### src/rtl/traffic_event_sequencer_if.sv
// Event handshake and simulator-facing bus of the traffic event sequencer.
// master drives events and display requests; slave is the sequencer itself.
interface traffic_event_sequencer_if #(
  parameter int unsigned DEPTH = 4
);
  localparam int unsigned CNT_W = $clog2(DEPTH) + 1;

  logic             evt_valid;
  logic [1:0]       evt_type;
  logic [4:0]       evt_plate;
  logic             display_req;
  logic             evt_ready;
  logic [2:0]       mode;
  logic [4:0]       plateIn;
  logic             action;
  logic [4:0]       cars_a;
  logic [4:0]       cars_b;
  logic             reject;
  logic [CNT_W-1:0] fifo_count;

  modport master (
    output evt_valid, evt_type, evt_plate, display_req,
    input  evt_ready, mode, plateIn, action, cars_a, cars_b, reject, fifo_count
  );

  modport slave (
    input  evt_valid, evt_type, evt_plate, display_req,
    output evt_ready, mode, plateIn, action, cars_a, cars_b, reject, fifo_count
  );
endinterface

### src/rtl/traffic_event_sequencer.sv
// Queues lane add/remove events and replays them to an intersection simulator
// as SETUP/PULSE/HOLD sequences, tracking shadow lane occupancy.
module traffic_event_sequencer #(
  parameter int unsigned DEPTH    = 4,
  parameter int unsigned LANE_MAX = 31
) (
  input  logic                     clk,
  input  logic                     rst_n,
  traffic_event_sequencer_if.slave bus
);
  localparam int unsigned PTR_W    = $clog2(DEPTH);
  localparam int unsigned CNT_W    = $clog2(DEPTH) + 1;
  localparam logic [4:0]  LANE_TOP = 5'(LANE_MAX);

  typedef enum logic [1:0] {IDLE, SETUP, PULSE, HOLD} state_t;

  state_t           r_state;
  state_t           w_state_nxt;
  logic [6:0]       r_mem [DEPTH];
  logic [PTR_W-1:0] r_wr_ptr;
  logic [PTR_W-1:0] r_rd_ptr;
  logic [CNT_W-1:0] r_count;
  logic             r_rdy_en;
  logic [2:0]       r_mode;
  logic [4:0]       r_plate;
  logic [1:0]       r_op;
  logic             r_action;
  logic             r_reject;
  logic [4:0]       r_cars_a;
  logic [4:0]       r_cars_b;

  logic             w_push;
  logic             w_pop;
  logic             w_bad;
  logic [1:0]       w_head_type;
  logic [4:0]       w_head_plate;
  logic [4:0]       w_lane_cnt;
  logic [2:0]       w_mode_nxt;
  logic [4:0]       w_plate_nxt;
  logic [1:0]       w_op_nxt;
  logic             w_reject_nxt;

  // r_rdy_en holds ready low through reset and releases it one edge later
  assign bus.evt_ready = r_rdy_en && (r_count < CNT_W'(DEPTH));

  assign w_push = bus.evt_valid && bus.evt_ready;
  assign w_pop  = (r_state == IDLE) && (r_count != '0);

  assign {w_head_type, w_head_plate} = r_mem[r_rd_ptr];
  assign w_lane_cnt = w_head_type[0] ? r_cars_b : r_cars_a;
  assign w_bad      = w_head_type[1] ? (w_lane_cnt >= LANE_TOP) : (w_lane_cnt == 5'd0);

  // State register
  always_ff @(posedge clk or negedge rst_n) begin
    if (!rst_n) r_state <= IDLE;
    else        r_state <= w_state_nxt;
  end

  // Next-state logic
  always_comb begin
    w_state_nxt = r_state;
    case (r_state)
      IDLE:    if (w_pop && !w_bad) w_state_nxt = SETUP;
      SETUP:   w_state_nxt = PULSE;
      PULSE:   w_state_nxt = HOLD;
      HOLD:    w_state_nxt = IDLE;
      default: w_state_nxt = IDLE;
    endcase
  end

  // Output logic: mode/plate only move in IDLE, so they hold across SETUP..HOLD
  always_comb begin
    w_mode_nxt   = r_mode;
    w_plate_nxt  = r_plate;
    w_op_nxt     = r_op;
    w_reject_nxt = 1'b0;
    if (r_state == IDLE) begin
      if (w_pop) begin
        w_reject_nxt = w_bad;
        if (!w_bad) begin
          w_op_nxt   = w_head_type;
          w_mode_nxt = {1'b0, w_head_type};
          if (w_head_type[1]) w_plate_nxt = w_head_plate;
        end
      end else if (bus.display_req) begin
        w_mode_nxt = 3'b100;
      end else begin
        w_mode_nxt = {1'b0, r_op};
      end
    end
  end

  // FIFO storage carries no reset; occupancy is tracked by pointers and count
  always_ff @(posedge clk) begin
    if (w_push) r_mem[r_wr_ptr] <= {bus.evt_type, bus.evt_plate};
  end

  always_ff @(posedge clk or negedge rst_n) begin
    if (!rst_n) begin
      r_wr_ptr <= '0;
      r_rd_ptr <= '0;
      r_count  <= '0;
      r_rdy_en <= 1'b0;
    end else begin
      r_rdy_en <= 1'b1;
      if (w_push) r_wr_ptr <= r_wr_ptr + PTR_W'(1);
      if (w_pop)  r_rd_ptr <= r_rd_ptr + PTR_W'(1);
      case ({w_push, w_pop})
        2'b10:   r_count <= r_count + CNT_W'(1);
        2'b01:   r_count <= r_count - CNT_W'(1);
        default: r_count <= r_count;
      endcase
    end
  end

  always_ff @(posedge clk or negedge rst_n) begin
    if (!rst_n) begin
      r_mode   <= 3'b000;
      r_plate  <= 5'd0;
      r_op     <= 2'b00;
      r_action <= 1'b0;
      r_reject <= 1'b0;
    end else begin
      r_mode   <= w_mode_nxt;
      r_plate  <= w_plate_nxt;
      r_op     <= w_op_nxt;
      r_action <= (w_state_nxt == PULSE);
      r_reject <= w_reject_nxt;
    end
  end

  // Lane counts commit on the edge leaving PULSE, saturating at both ends
  always_ff @(posedge clk or negedge rst_n) begin
    if (!rst_n) begin
      r_cars_a <= 5'd0;
      r_cars_b <= 5'd0;
    end else if (r_state == PULSE) begin
      case (r_op)
        2'b00:   if (r_cars_a != 5'd0)     r_cars_a <= r_cars_a - 5'd1;
        2'b01:   if (r_cars_b != 5'd0)     r_cars_b <= r_cars_b - 5'd1;
        2'b10:   if (r_cars_a < LANE_TOP)  r_cars_a <= r_cars_a + 5'd1;
        default: if (r_cars_b < LANE_TOP)  r_cars_b <= r_cars_b + 5'd1;
      endcase
    end
  end

  assign bus.mode       = r_mode;
  assign bus.plateIn    = r_plate;
  assign bus.action     = r_action;
  assign bus.reject     = r_reject;
  assign bus.cars_a     = r_cars_a;
  assign bus.cars_b     = r_cars_b;
  assign bus.fifo_count = r_count;

endmodule

### src/flat_wrapper.sv
// flat-port wrapper written by rule: the top's interface ports become plain ports
module traffic_event_sequencer_flat 
#(
  parameter int unsigned DEPTH    = 4,
  parameter int unsigned LANE_MAX = 31
)
  (clk, rst_n, bus_evt_valid, bus_evt_type, bus_evt_plate, bus_display_req, bus_evt_ready, bus_mode, bus_plateIn, bus_action, bus_cars_a, bus_cars_b, bus_reject, bus_fifo_count);
  traffic_event_sequencer_if #(.DEPTH(DEPTH)) bus_i ();
  input  logic clk;
  input  logic rst_n;
  input wire logic [$bits(bus_i.evt_valid)-1:0] bus_evt_valid;
  input wire logic [$bits(bus_i.evt_type)-1:0] bus_evt_type;
  input wire logic [$bits(bus_i.evt_plate)-1:0] bus_evt_plate;
  input wire logic [$bits(bus_i.display_req)-1:0] bus_display_req;
  output wire logic [$bits(bus_i.evt_ready)-1:0] bus_evt_ready;
  output wire logic [$bits(bus_i.mode)-1:0] bus_mode;
  output wire logic [$bits(bus_i.plateIn)-1:0] bus_plateIn;
  output wire logic [$bits(bus_i.action)-1:0] bus_action;
  output wire logic [$bits(bus_i.cars_a)-1:0] bus_cars_a;
  output wire logic [$bits(bus_i.cars_b)-1:0] bus_cars_b;
  output wire logic [$bits(bus_i.reject)-1:0] bus_reject;
  output wire logic [$bits(bus_i.fifo_count)-1:0] bus_fifo_count;
  assign bus_i.evt_valid = bus_evt_valid;
  assign bus_i.evt_type = bus_evt_type;
  assign bus_i.evt_plate = bus_evt_plate;
  assign bus_i.display_req = bus_display_req;
  assign bus_evt_ready = bus_i.evt_ready;
  assign bus_mode = bus_i.mode;
  assign bus_plateIn = bus_i.plateIn;
  assign bus_action = bus_i.action;
  assign bus_cars_a = bus_i.cars_a;
  assign bus_cars_b = bus_i.cars_b;
  assign bus_reject = bus_i.reject;
  assign bus_fifo_count = bus_i.fifo_count;
  traffic_event_sequencer #(.DEPTH(DEPTH), .LANE_MAX(LANE_MAX)) u_core (.clk(clk), .rst_n(rst_n), .bus(bus_i));
endmodule
### config.mk
export PLATFORM = sky130hd
export DESIGN_NAME = traffic_event_sequencer_flat
export DESIGN_NICKNAME = d
export VERILOG_FILES = /design/src/rtl/traffic_event_sequencer_if.sv /design/src/rtl/traffic_event_sequencer.sv /design/src/flat_wrapper.sv
export SDC_FILE = /design/constraint.sdc
export NUM_CORES = 1
export LEC_CHECK = 0
export ABC_AREA = 1
export CELL_PAD_IN_SITES_DETAIL_PLACEMENT = 1
export CELL_PAD_IN_SITES_GLOBAL_PLACEMENT = 1
export CORE_MARGIN = 10
export CORE_UTILIZATION = 44
export DETAILED_ROUTE_END_ITERATION = 10
export PLACE_DENSITY = 0.8
export SYNTH_ARGS = -nofsm -noshare
export SYNTH_HDL_FRONTEND = slang
export SYNTH_SLANG_ARGS = --single-unit
### constraint.sdc
create_clock -name clk -period 2.4 [get_ports clk]
set_input_delay 0.36 -clock clk [delete_from_list [all_inputs] [get_ports clk]]
set_output_delay 0.36 -clock clk [all_outputs]
set_load 0.01 [all_outputs]
==> results_dict.tcl, run 1 <==
set metrics [dict create \
    hold_path.class "in2async" \
    synthTopCellsByArea "edfxtp_1 29%, dfrtp_1 28%, nand2_1 7.9%" \
    initial_core_util_pct 45.5 \
    drc_errors 0 \
    top_layer "met4" \
    wl_met1_um 2550 \
    drt_first_pass_iters 4 \
    synth-edff-count 28 \
    maxCapViolations 0 \
    ys_warn_count 0 \
    die_w_um 101 \
    hpwl_um 4420 \
    critPathMaxFanout 5 \
    cp-end-kind "flop" \
    cts_made_buffers 9 \
    fin_util_pct 55.3 \
    clock_sinks 60 \
    wl_um 5870 \
    whs_ns 0.422 \
    yosys-top-cells-count "61 x nand2_1, 32 x dfrtp_1, 31 x inv_1" \
    viasPerCell 4.98 \
    path_clk_slew_ns 0.07 \
    grt_setup_unrepaired "false" \
    maxSlewViolCount 0 \
    finClkSkew_ns 0.00858 \
    grt-ovfl-total 0 \
    clk-insertion-delay-late_ns 0.34 \
    drive_above_1_share_pct 12.8 \
    wire_per_inst_um 14.5 \
    outcome "finished, final reports clean" \
    grt_pass1_vias 2125 \
    fmax_mhz 446 \
    r2r_cells 10 \
    postSynthCellCount 275 \
    n_antenna_cell 0 \
    yosysSeqAreaShare_pct 56.5 \
    wl_met2_um 2970 \
    path_class "reg2reg" \
    worst_ep_required_time_ns 2.61 \
    core_um2 6390 \
    nFillCells 712 \
    netlist.top_cell.by_area "edfxtp_1" \
    fin_crit_sh_pct 93.3 \
    antenna_found_initial 0 \
    clk_path_buf_depth 2 \
    areaGrowthSynthToFinish_pct 21.4 \
    synth.top_cell.area_share_pct 28.9 \
    p_total_mw 4.70 \
    dieArea_um2 10300 \
    syn_area_um2 2910 \
    cts_tree "yes" \
    drtAntennaViolNets 0 \
    syn_area_per_cell_um2 10.6 \
    row_count 29 \
    first_iter_violations 63 \
    grt_util_all_layers_pct 12.3 \
    mappedNetlistNets 303 \
    setup_violations 0 \
    num_vias 2013 \
    port_buffers 34 \
    min_period_ns 2.24 \
    synth-seq-cells 60 \
    arrival_ns 2.45 \
    peakVddDrop_mv 0.572 \
    setup-tns-final_ns 0 \
    ys.flop_type "dfrtp_1" \
    grt_max_degree 33 \
    cts_root_buf "clkbuf_8" \
    fin_nets 350 \
    met3_length_um 292 \
    leakage_nw 1.53 \
    ys_types 27 \
    grt_pass1_wl_um 9980 \
    finalHoldViolCount 0 \
    powerDensity_nw_per_um2 1330 \
    die_h_um 101 \
    io_pins 35 \
    synth-async-reset-ratio_pct 53.3 \
    htreeDepth 3 \
    critPathLaunchType "flop" \
    finalWeightedCongestion 0.753 \
    synth_most_common_cell "nand2_1" \
]
## kinds of logic (layout without fill, tap and decap cells)
kind of cell,count (synthesis),in the layout,share of synthesized area [%]
AO/OA/AOI/OAI,45,45,10.1
XOR/XNOR,13,13,3.92
adder cells (fa/ha/maj),17,17,8.09
buffers and inverters,39,91,5.94
flip-flops,60,60,56.5
other,1,1,0.129
AND/OR/NAND/NOR,100,100,15.4
## placed cells by master, fill, tap and decap left out
cell type and instances:
nand2_1 61, clkdlybuf4s50_1 34, dfrtp_1 32, inv_1 31
edfxtp_1 28, o21ai_0 19, nor2_1 15, ha_1 13
a21oi_1 12, nand3_1 11, xor2_1 9, clkbuf_8 9
buf_4 7, nand3_2 5, a32o_1 5, o21ai_2 5
nand2_2 4, xnor2_1 4, inv_2 3, o211ai_1 3
fa_1 3, or2_1 2, clkinv_4 2, inv_6 2
a31oi_4 1, nand3b_1 1, nand4_2 1, ha_2 1
clkinv_2 1, clkinv_1 1, clkinvlp_4 1, conb_1 1
## timing repair
action,4_1_cts,5_1_grt
buffers inserted,0,0
hold buffers,0,0
gates resized for setup,0,1
setup endpoints to repair,0,1
## through the flow
step	worst slack (ns)	std cells	instance area [µm²]
after global routing	0.00189	404	3530
after floorplan	0.384	275	2910
after detailed placement	0.126	388	3350
after CTS	0.104	404	3530
after global placement	0.309	388	3350
final	0.160	404	3530
## area by class of cell
type	count	area, µm²	share of cell area (%)
well taps	77	96.3	2.73
repair buffers	41	393	11.1
clock inverters	7	51.3	1.45
clock buffers	9	124	3.51
inverters	34	128	3.62
flip-flops and latches	60	1640	46.5
multi-input cells	176	1100	31.1
## state kept, by name, summed over array words and instances, names as in the netlist
register	count
u_core.bus.plateIn	5
u_core.r_mem	28
u_core.r_rd_ptr	2
u_core.r_state	2
u_core.r_wr_ptr	2
u_core.bus.mode	3
u_core.bus.cars_a	5
u_core.bus.action	1
u_core.r_rdy_en	1
u_core.bus.cars_b	5
u_core.bus.reject	1
u_core.bus.fifo_count	3
u_core.r_op	2
## worst paths after layout
kind | start | end | slack (ns)
max | u_core.r_state[0] | u_core.bus.fifo_count[2] | 0.16
min | rst_n | u_core.bus.cars_a[1] | 0.42
max reg2reg | u_core.r_state[0] | u_core.bus.fifo_count[2] | 0.16
min reg2reg | u_core.bus.plateIn[1] | u_core.bus.plateIn[1] | 0.50
max in group asynchronous | rst_n | u_core.r_wr_ptr[1] | 1.67
min in group clk | u_core.bus.plateIn[1] | u_core.bus.plateIn[1] | 0.50
## critical path: stages (launching register included)
cell and delay (ns):
dfrtp_1 0.38, inv_1 0.11, ha_2 0.24, inv_2 0.07, a31oi_4 0.23, ha_1 0.18, inv_1 0.07, fa_1 0.39
a21oi_1 0.16, o21ai_0 0.12, xor2_1 0.16
## layer usage
layer / global-route usage (%) / vias up
met5: 0 / -
met1: 13.8 / 976
met2: 20.8 / 32
li1: - / 1001
met4: 5.14 / 0
met3: 4.42 / 4
## power by group
| part | total [mW] | switching (mW) | internal, mW |
|---|---|---|---|
| Combinational | 2.28 | 1.28 | 1.00 |
| Clock | 0.809 | 0.430 | 0.379 |
| Sequential | 1.61 | 0.238 | 1.38 |
| Total | 4.70 | 1.94 | 2.76 |
No activity file was read; power rests on OpenSTA's default activity.
==> run 2, diff against run 1 <==
CTS_CLUSTER_SIZE = 10   (was unset)
==> results of run 2 <==
The final DEF is identical to that of run 1; final timing and power are the same.
==> run 3, diff against run 2 <==
CTS_CLUSTER_DIAMETER = 150   (was unset)
==> results of run 3 <==
The final DEF is identical to that of run 1; final timing and power are the same.
